$ cat config.mk
export PLATFORM = sky130hd
export DESIGN_NAME = booth_multiplier_seq_flat
export DESIGN_NICKNAME = d
export VERILOG_FILES = /design/src/rtl/booth_multiplier_seq_if.sv /design/src/rtl/booth_multiplier_seq.sv /design/src/flat_wrapper.sv
export SDC_FILE = /design/constraint.sdc
export NUM_CORES = 1
export LEC_CHECK = 0
export BUFFER_PORTS_ARGS = -buffer_cell sky130_fd_sc_hd__buf_2
export CAP_MARGIN = 20
export CORE_ASPECT_RATIO = 0.9
export CORE_MARGIN = 3
export CORE_UTILIZATION = 57
export CTS_CLUSTER_SIZE = 30
export DETAILED_ROUTE_END_ITERATION = 8
export HOLD_SLACK_MARGIN = 0.05
export PLACE_DENSITY = 0.9
export SYNTH_ARGS = -nofsm -noshare
export SYNTH_HDL_FRONTEND = slang
export SYNTH_SLANG_ARGS = --single-unit
$ cat constraint.sdc
create_clock -name clk -period 3.3 [get_ports clk]
set_clock_uncertainty 0.2 [all_clocks]
set_input_delay 0.495 -clock clk [delete_from_list [all_inputs] [get_ports clk]]
set_output_delay 0.495 -clock clk [all_outputs]
set_load 0.02 [all_outputs]
$ cat src/rtl/booth_multiplier_seq_if.sv
`default_nettype none
// ============================================================================
// Module      : booth_multiplier_seq_if
// Description : Request/response bundle of the sequential Booth multiplier:
//               operands, mode and start towards the unit; busy, done,
//               product and sign_out back from it.
// Revision    : 1.0 - initial release
// ============================================================================
interface booth_multiplier_seq_if #(
  parameter int WIDTH = 8
);
  logic                   start;
  logic                   signed_mode;
  logic [WIDTH-1:0]       multipliad;
  logic [WIDTH-1:0]       multiplier;
  logic                   busy;
  logic                   done;
  logic [2*WIDTH-1:0]     product;
  logic                   sign_out;

  // Requester side (datapath issuing the multiply)
  modport master (
    output start, signed_mode, multipliad, multiplier,
    input  busy, done, product, sign_out
  );

  // Multiplier side
  modport slave (
    input  start, signed_mode, multipliad, multiplier,
    output busy, done, product, sign_out
  );
endinterface
`default_nettype wire

$ cat src/rtl/booth_multiplier_seq.sv
`default_nettype none
// ============================================================================
// Module      : booth_multiplier_seq
// Description : Iterative radix-2 Booth multiplier, one Booth step per clock,
//               signed/unsigned operands, start/busy/done handshake.
// Revision    : 1.0 - initial release
// ============================================================================
module booth_multiplier_seq #(
  parameter int WIDTH = 8,
  parameter int CNT_W = $clog2(WIDTH + 2)
) (
  input  wire logic             clk,
  input  wire logic             rst,
  booth_multiplier_seq_if.slave bus
);

  typedef enum logic [1:0] {
    ST_IDLE = 2'd0,
    ST_CALC = 2'd1,
    ST_DONE = 2'd2
  } state_t;

  state_t               state_q, state_d;
  // Operands are carried one bit wider than WIDTH so that full-range unsigned
  // values stay positive and the Booth recoding is exact in both modes.
  logic [WIDTH:0]       a_q, a_d;
  logic [WIDTH:0]       q_q, q_d;
  logic [WIDTH:0]       m_q, m_d;
  logic                 qm1_q, qm1_d;
  logic [CNT_W-1:0]     cnt_q, cnt_d;
  logic                 mode_q, mode_d;
  logic                 busy_q, busy_d;
  logic                 done_q, done_d;
  logic                 sign_q, sign_d;
  logic [2*WIDTH-1:0]   prod_q, prod_d;

  logic [WIDTH:0]       step_sum;
  logic [WIDTH:0]       step_a;
  logic [WIDTH:0]       step_q;

  // One Booth step: add/subtract M by the {Q0,Q-1} pair, then arithmetic
  // shift of {A,Q,Q-1} right by one.
  always_comb begin
    case ({q_q[0], qm1_q})
      2'b10:   step_sum = a_q - m_q;
      2'b01:   step_sum = a_q + m_q;
      default: step_sum = a_q;
    endcase
    step_a = {step_sum[WIDTH], step_sum[WIDTH:1]};
    step_q = {step_sum[0], q_q[WIDTH:1]};
  end

  // Next-state and datapath control for the IDLE -> CALC -> DONE sequence.
  always_comb begin
    state_d = state_q;
    a_d     = a_q;
    q_d     = q_q;
    m_d     = m_q;
    qm1_d   = qm1_q;
    cnt_d   = cnt_q;
    mode_d  = mode_q;
    done_d  = 1'b0;
    sign_d  = sign_q;
    prod_d  = prod_q;

    case (state_q)
      ST_IDLE: begin
        if (bus.start) begin
          state_d = ST_CALC;
          a_d     = '0;
          qm1_d   = 1'b0;
          mode_d  = bus.signed_mode;
          m_d     = {bus.signed_mode & bus.multipliad[WIDTH-1], bus.multipliad};
          q_d     = {bus.signed_mode & bus.multiplier[WIDTH-1], bus.multiplier};
          cnt_d   = CNT_W'(WIDTH + 1);
        end
      end
      ST_CALC: begin
        a_d   = step_a;
        q_d   = step_q;
        qm1_d = q_q[0];
        cnt_d = cnt_q - CNT_W'(1);
        if (cnt_q == CNT_W'(1)) begin
          // The 2*WIDTH+2 bit {A,Q} always fits in 2*WIDTH bits, so the
          // two top bits of A are simply dropped.
          state_d = ST_DONE;
          done_d  = 1'b1;
          prod_d  = {step_a[WIDTH-2:0], step_q};
          sign_d  = mode_q & step_a[WIDTH-2];
        end
      end
      ST_DONE: begin
        state_d = ST_IDLE;
      end
      default: begin
        state_d = ST_IDLE;
      end
    endcase

    busy_d = (state_d != ST_IDLE);
  end

  // State and output registers; reset aborts any operation in flight.
  always_ff @(posedge clk or posedge rst) begin
    if (rst) begin
      state_q <= ST_IDLE;
      a_q     <= '0;
      q_q     <= '0;
      m_q     <= '0;
      qm1_q   <= 1'b0;
      cnt_q   <= '0;
      mode_q  <= 1'b0;
      busy_q  <= 1'b0;
      done_q  <= 1'b0;
      sign_q  <= 1'b0;
      prod_q  <= '0;
    end else begin
      state_q <= state_d;
      a_q     <= a_d;
      q_q     <= q_d;
      m_q     <= m_d;
      qm1_q   <= qm1_d;
      cnt_q   <= cnt_d;
      mode_q  <= mode_d;
      busy_q  <= busy_d;
      done_q  <= done_d;
      sign_q  <= sign_d;
      prod_q  <= prod_d;
    end
  end

  assign bus.busy     = busy_q;
  assign bus.done     = done_q;
  assign bus.product  = prod_q;
  assign bus.sign_out = sign_q;

endmodule
`default_nettype wire
$ cat src/flat_wrapper.sv
// flat-port wrapper written by rule: the top's interface ports become plain ports
module booth_multiplier_seq_flat 
#(
  parameter int WIDTH = 8,
  parameter int CNT_W = $clog2(WIDTH + 2)
)
  (clk, rst, bus_start, bus_signed_mode, bus_multipliad, bus_multiplier, bus_busy, bus_done, bus_product, bus_sign_out);
  booth_multiplier_seq_if #(.WIDTH(WIDTH)) bus_i ();
  input  wire logic clk;
  input  wire logic rst;
  input wire logic [$bits(bus_i.start)-1:0] bus_start;
  input wire logic [$bits(bus_i.signed_mode)-1:0] bus_signed_mode;
  input wire logic [$bits(bus_i.multipliad)-1:0] bus_multipliad;
  input wire logic [$bits(bus_i.multiplier)-1:0] bus_multiplier;
  output wire logic [$bits(bus_i.busy)-1:0] bus_busy;
  output wire logic [$bits(bus_i.done)-1:0] bus_done;
  output wire logic [$bits(bus_i.product)-1:0] bus_product;
  output wire logic [$bits(bus_i.sign_out)-1:0] bus_sign_out;
  assign bus_i.start = bus_start;
  assign bus_i.signed_mode = bus_signed_mode;
  assign bus_i.multipliad = bus_multipliad;
  assign bus_i.multiplier = bus_multiplier;
  assign bus_busy = bus_i.busy;
  assign bus_done = bus_i.done;
  assign bus_product = bus_i.product;
  assign bus_sign_out = bus_i.sign_out;
  booth_multiplier_seq #(.WIDTH(WIDTH), .CNT_W(CNT_W)) u_core (.clk(clk), .rst(rst), .bus(bus_i));
endmodule
## After elaboration in Yosys (flattened, before gate mapping)

Cells that the tools add are included.
Widths: inputs -> output; s select.

- Bits in registers: 54
- Output and inout port bits: 19

- Add/sub/neg operators: 3
- Equal/unequal tests: 5
- Multiplexer cells: 14
- Bitwise logic cells: 3
- Reduce and logical (&&, ||, !) cells: 6

Operators by type and width:

| operator | count |
|---|---|
| $pmux 9 s2 | 3 |
| $mux 9 | 2 |
| $add 9x9->9 | 1 |
| $sub 9x9->9 | 1 |
| $pmux 4 s2 | 1 |
| $reduce_and 2->1 | 3 |
| $eq 2x1->1 const B | 2 |
| $eq 4x1->1 const B | 1 |
| $mux 2 | 2 |
| $mux 4 | 1 |
| $pmux 2 s2 | 1 |
| $reduce_bool 2->1 | 2 |
| $sub 4x1->4 const B | 1 |
| $and 1x1->1 | 3 |
| $mux 1 | 3 |
| $eq 2x2->1 const B | 1 |
| $logic_not 2->1 | 1 |
| $ne 2x2->1 const B | 1 |
| $pmux 1 s2 | 1 |

## Depth between registers and ports, before layout

Gate-level depths: netlist of run 1.

- Depth after elaboration: 4
- Gate-level depth with buffers: 11

## Worst setup path after synthesis of run 1

Ideal clock, no wire load.

- Path kind: reg2reg
- From: register u_core.q_q[0]
- To: register u_core.a_q[5]
- Library setup time: 0.126 ns
- Arrival: 2.663 ns
- Slack: 0.311 ns
- Cell stages (with the launch flop): 11
- Period minus slack after synthesis: 2.989 ns
- Cells stage by stage: dfrtp_1 > inv_1 > ha_1 > clkbuf_1 > mux2_2 > fa_1 > a211oi_2 > o21bai_1 > mux2_4 > a2111oi_4 > o21ai_2

- Longest elaborated chain between the ends: 3
- Elaborated cells on any way between the ends: 4

RTL lines:

| item | line | text |
|---|---|---|
| start: declaration | booth_multiplier_seq.sv:27 | `logic [WIDTH:0] q_q, q_d;` |
| start signal: assignment | booth_multiplier_seq.sv:120 | `q_q <= q_d;` |
| $eq 2x1->1 or $eq 2x2->1 (tied branches) | booth_multiplier_seq.sv:44 | `case ({q_q[0], qm1_q})` |
| $pmux 9 s2 * | booth_multiplier_seq.sv:44 |  |
| $pmux 9 s2 * | booth_multiplier_seq.sv:66 | `case (state_q)` |
| end signal: assignment | booth_multiplier_seq.sv:107 | `a_q <= '0;` |
| end signal: assignment | booth_multiplier_seq.sv:119 | `a_q <= a_d;` |
| end: declaration | booth_multiplier_seq.sv:26 | `logic [WIDTH:0] a_q, a_d;` |

Mark *: on every way between the ends. The rest lies on a longest branch, timed or not.
A chain may end at the register's enable or synchronous reset.

## Worst setup path after layout of run 1

Ends and elaborated chain as after synthesis.

==> results of run 1 <==
## registers in the layout, summed over array words and instances (netlist names)
signal               cells
u_core.q_q               9
u_core.bus.product      16
u_core.mode_q            1
u_core.qm1_q             1
u_core.state_q           2
u_core.bus.busy          1
u_core.m_q               9
u_core.bus.done          1
u_core.bus.sign_out      1
u_core.a_q               8
u_core.cnt_q             4
## cells in the final DEF (no fill, tap or decap), types with 8 or more instances in the layout
cell      n
nand2_1  54
dfrtp_1  53
buf_2    38
o21ai_0  28
inv_1    12
nor2_1   12
a21oi_1  12
ha_1     11
mux2_2   10
xor2_1    8
## critical path: cells and delay by family, from the launching register on
family / cells / cell delay, ns
buffers and inverters: 1 / 0.08
AOI/OAI and AO/OA: 4 / 0.87
muxes: 2 / 0.70
DFF: 1 / 0.39
adders and majority gates: 2 / 0.73
## area by class of cell
cell class / count / share of cell area
clock inverter: 3 / 0.00786
timing repair buffer: 43 / 0.0762
sequential: 53 / 0.417
inverter: 13 / 0.0153
clock buffer: 5 / 0.0216
multi-input combinational: 209 / 0.438
tap: 62 / 0.0244
## what timing repair did
| action | in CTS | in global routing |
|---|---|---|
| gates resized for setup | 0 | 1 |
| hold buffers | 0 | 1 |
| hold endpoints to repair | 0 | 7 |
| setup endpoints to repair | 0 | 1 |
## metal layers
layer,vias to the layer above,track usage,share of wire
met2,68,0.373,0.49
met5,-,0,0
li1,1077,-,-
met4,0,0.0788,0.020
met3,13,0.0370,0.048
met1,1076,0.316,0.44
## metrics by stage
| step | utilization | cell area [µm²] | setup slack (ns) | cells |
|---|---|---|---|---|
| floorplan | - | 2820 | 0.311 | 287 |
| global placement | 0.664 | 3060 | 0.293 | 378 |
| detailed placement | 0.664 | 3060 | 0.181 | 378 |
| CTS | 0.685 | 3150 | 0.151 | 386 |
| global route | 0.692 | 3180 | 0.0671 | 388 |
| finish | 0.692 | 3180 | 0.210 | 388 |
## kinds of logic (layout without fill, tap and decap cells)
| logic type | after synthesis | count (layout) |
|---|---|---|
| xor+xnor | 13 | 13 |
| buf+inv | 25 | 64 |
| flops | 53 | 53 |
| simple gates | 94 | 94 |
| compound gates | 72 | 72 |
| fa+ha+maj | 13 | 13 |
| mux | 17 | 17 |
## path summary, 6_finish.rpt
path | to | depth (start not counted)
worst min register to register | u_core.bus.product[4] | 2
worst max-delay path | u_core.a_q[5] | 9
worst min-delay path | u_core.m_q[1] | 3
worst max register to register | u_core.a_q[5] | 9
max in group asynchronous | u_core.a_q[7] | 4
min in group asynchronous | u_core.bus.product[7] | 3
==> run_results.csv, run 1 <==
group,metric,value,unit
status,run_status,"finished clean",
grt,grt_overflow_total,0,
synth,synth-xor-area-share,0.0404,
finish,fin_nets,358,
clocking,path_clk_slew,0.09,ns
grt,grt_max_degree,54,
placement,place_hpwl,4.40,mm
critical_path,slowest_delay,0.48,ns
finish,n_fill_cell,357,
detailed_routing,wl,6.12,mm
synth,synth-compound-area-share,0.172,
critical_path,crit_fanout,8,
placement,routabilityCongestion,0.881,
grt,grt_pass1_wl,10.5,mm
grt,grt_pass1_vias,2225,
synth,synth_top_family_by_area,"compound AO/OA/AOI/OAI gates",
synth,synth-edff-count,0,
synth,ys_warn_count,0,
detailed_routing,drt-vias-per-instance,5.76,
finish,syn2layout_area_growth,12.9,%
sta,setup-tns-final,0,ns
finish,seq_area,1330,µm²
sta,worst_slew_pin_slew,0.617,ns
floorplan,pin_count,39,
synth,post-synth-top-area-cell,"dfrtp_1",
sta,max_freq,324,MHz
sta,finalCritPeriodShare,0.937,
critical_path,r2r-start,"u_core.q_q[0]",
sta,hold_violations,0,
detailed_routing,drc,0,
clocking,cts_tree,"yes",
clocking,postCtsSetupRepairBufs,0,
hold_path,hp-start,"bus_multipliad[1]",
detailed_routing,wl_per_cell,15.8,µm
floorplan,floorplan.initialDensity,0.613,
critical_path,cp.required,3.28,ns
sta,maxSlewHeadroom,0.587,
finish,drive_above_1_share,0.215,
clocking,cts.path.max_buffers,2,
critical_path,setup.worst_path.start_class,"register",
critical_path,cp.arrival,3.07,ns
hold_path,hold_class,"in2reg",
clocking,clock-sinks,53,
synth,postSynthRegisterBits,53,
placement,io_buffers,38,
sta,whs,0.185,ns
critical_path,worst_setup_path_end_kind,"register",
detailed_routing,drtPass1Iterations,4,
critical_path,r2r_slack,0.21,ns
floorplan,die-area,5830,µm²
critical_path,critPathLaunch,"u_core.q_q[0]",
critical_path,path_cells,"inv_1 > ha_2 > mux2_2 > fa_1 > a211oi_2 > o21bai_1 > mux2_4 > a2111oi_4 > o21ai_2",
synth,synth_commonest_cells,"54 x nand2_1, 53 x dfrtp_1, 28 x o21ai_0",
floorplan,fp-row-count,23,
synth,synth_area_per_cell,9.83,µm²
critical_path,cpMaxStageDelayCell,"fa_1",
synth,yosys.area_share.simple,0.155,
synth,syn-cell-area,2820,µm²
clocking,cts_max_level,2,
synth,synth.distinct_cells,45,
grt,antenna_found_initial,0,
detailed_routing,ant_nets,0,
detailed_routing,dr.first_iter.drc_count,165,
synth,syn_nets,320,
sta,slew_violations,0,
synth,post-synth-top-count-cell,"nand2_1",
floorplan,die_w,80.1,µm
synth,synth_ff_type,"dfrtp_1",
detailed_routing,vias,2234,
critical_path,critical_path_class,"reg2reg",
synth,synth_mux_area_frac,0.0665,
synth,async_reset_ff_frac,1.00,
clocking,clock_latency,0.32,ns
clocking,root_buffer,"clkbuf_8",
synth,ys_seq_area_frac,0.470,
synth,synthDominantCellAreaShare,0.470,
sta,finalSetupViolCount,0,
synth,synthCells,287,
floorplan,die_h,72.7,µm
synth,synth_area_leaders,"dfrtp_1 47%, nand2_1 7.2%, ha_1 5.3%",
clocking,cts_buffers,5,
sta,rsz0062_at_grt,"no",
finish,multi_input_area,1400,µm²
finish,antenna_cells,0,
grt,grt_use_total,0.230,
synth,synthAdderAreaFrac,0.0603,
sta,min_period,3.09,ns
flow_run,cap_violations,0,
floorplan,fp.coreArea,4600,µm²
Power of run 1 is left out: the tool's default activity adds up to more than one toggle a clock period on the data nets, which glitch-free logic cannot reach.
==> run 2: changes to the inputs <==
--- a/config.mk
+++ b/config.mk
@@ -9,11 +9,11 @@
 export CAP_MARGIN = 20
 export CORE_ASPECT_RATIO = 0.9
 export CORE_MARGIN = 3
-export CORE_UTILIZATION = 57
+export CORE_UTILIZATION = 61
 export CTS_CLUSTER_SIZE = 30
 export DETAILED_ROUTE_END_ITERATION = 8
 export HOLD_SLACK_MARGIN = 0.05
-export PLACE_DENSITY = 0.9
+export PLACE_DENSITY = 0.95
 export SYNTH_ARGS = -nofsm -noshare
 export SYNTH_HDL_FRONTEND = slang
 export SYNTH_SLANG_ARGS = --single-unit
==> constraint.sdc (replaced) <==
create_clock -name clk -period 3.95 [get_ports clk]
set_clock_uncertainty 0.2 [all_clocks]
set_input_delay 0.5925 -clock clk [delete_from_list [all_inputs] [get_ports clk]]
set_output_delay 0.5925 -clock clk [all_outputs]
set_load 0.02 [all_outputs]
==> run 2 against run 1 <==
Largest cell class unchanged; wire length rose by 4.5%; utilization grew 5.7 points; critical path type unchanged; first-iteration DRC count up 72%; hold slack worse by 0.093 ns; register-to-register slack better by 0.58 ns.
==> run_results.csv, run 2 (synthesis results as in run 1) <==
group,metric,value,unit
finish,drive_above_1_share,0.212,
sta,setup-tns-final,0,ns
sta,maxSlewHeadroom,0.514,
placement,routabilityCongestion,0.880,
finish,mostFrequentLayoutCell,"nand2_1",
hold_path,hold_class,"in2async",
clocking,postCtsHoldBufs,0,
clocking,root_buffer,"clkbuf_8",
clocking,postCtsSetupRepairBufs,0,
critical_path,critical_path_class,"reg2reg",
grt,grt_max_degree,54,
grt,grt_pass1_vias,2181,
floorplan,die_w,77.7,µm
floorplan,fp-row-count,22,
floorplan,pin_count,39,
grt,antenna_found_initial,0,
sta,slew_violations,0,
detailed_routing,wl,6.39,mm
clocking,cts_tree,"yes",
floorplan,die-area,5480,µm²
finish,final_cell_mix,"54 x nand2_1, 53 x dfrtp_1, 38 x buf_2",
finish,fin_nets,358,
detailed_routing,dr.first_iter.drc_count,283,
critical_path,crit_fanout,8,
flow_run,cap_violations,0,
detailed_routing,vias,2300,
detailed_routing,wl_per_cell,16.6,µm
finish,utilization,0.749,
critical_path,cp.arrival,3.14,ns
status,run_status,"finished clean",
detailed_routing,drc,0,
clocking,cts_resized,0,
finish,antenna_cells,0,
floorplan,fp.coreArea,4270,µm²
finish,syn2layout_area_growth,13.3,%
sta,min_period,3.16,ns
sta,rsz0062_at_grt,"no",
sta,max_freq,316,MHz
finish,largest_register_ffs,16,
sta,hold_violations,0,
placement,io_buffers,38,
detailed_routing,drtPass1Iterations,5,
floorplan,die_h,70.5,µm
grt,grt_overflow_total,0,
grt,grt_pass1_wl,10.6,mm
floorplan,floorplan.initialDensity,0.661,
placement,place_hpwl,4.43,mm
clocking,clock-sinks,53,
sta,finalSetupViolCount,0,
clocking,cts.path.max_buffers,2,
detailed_routing,ant_nets,0,
grt,grt_use_total,0.243,
clocking,cts_buffers,5,
critical_path,cp.required,3.93,ns
sta,worst_slew_pin_slew,0.730,ns
critical_path,setup.worst_path.start_class,"register",
clocking,cts_max_level,2,
clocking,clock_latency,0.31,ns
sta,finalCritPeriodShare,0.800,
critical_path,worst_setup_path_end_kind,"register",
detailed_routing,drt-vias-per-instance,5.96,
clocking,path_clk_slew,0.10,ns
[run 2: metrics by stage]
stage / hold WS (ns) / cell area, µm² / cells / setup WS (ns)
final: 0.0922 / 3190 / 386 / 0.789
after global routing: 0.118 / 3190 / 386 / 0.618
after CTS: 0.283 / 3170 / 385 / 0.799
after detailed placement: 0.259 / 3060 / 377 / 0.843
after global placement: 0.252 / 3060 / 377 / 0.938
after floorplan: 0.250 / 2820 / 287 / 0.961
[run 2: routing by layer]
metal  global-route usage  up-vias  share of wire  routed length [µm]
li1                     -     1073              -                   -
met1                0.322     1109           0.43                2760
met2                0.400      105           0.49                3130
met3               0.0464       13          0.059                 374
met4               0.0850        0          0.019                 121
met5                    0        -              0                   0
[run 2: worst paths after layout]
check	startpoint	endpoint	slack, ns	depth (start not counted)
max reg2reg	u_core.q_q[0]	u_core.a_q[5]	0.79	9
min	rst	u_core.cnt_q[1]	0.09	2
max	u_core.q_q[0]	u_core.a_q[5]	0.79	9
max in group asynchronous	rst	u_core.a_q[6]	2.93	3
min reg2reg	u_core.bus.product[4]	u_core.bus.product[4]	0.28	2
min in group clk	u_core.bus.product[4]	u_core.bus.product[4]	0.28	2
[run 2: layout make-up]
cell class                      count  area (µm²)
Multi-Input combinational cell    209        1390
Sequential cell                    53        1330
Fill cell                         272        1070
Timing Repair Buffer               43         240
Tap cell                           60        75.1
Clock buffer                        6        72.6
Inverter                           13        48.8
Clock inverter                      2        38.8
[run 2: worst max-delay path, cell delays in order, from the launching register on]
cell and delay [ns]:
dfrtp_1 0.39, inv_1 0.08, ha_1 0.31, mux2_2 0.41, fa_1 0.48, a211oi_2 0.24, o21bai_1 0.12, mux2_4 0.32
a2111oi_4 0.38, o21ai_2 0.09
Power of run 2 is left out for the same reason.
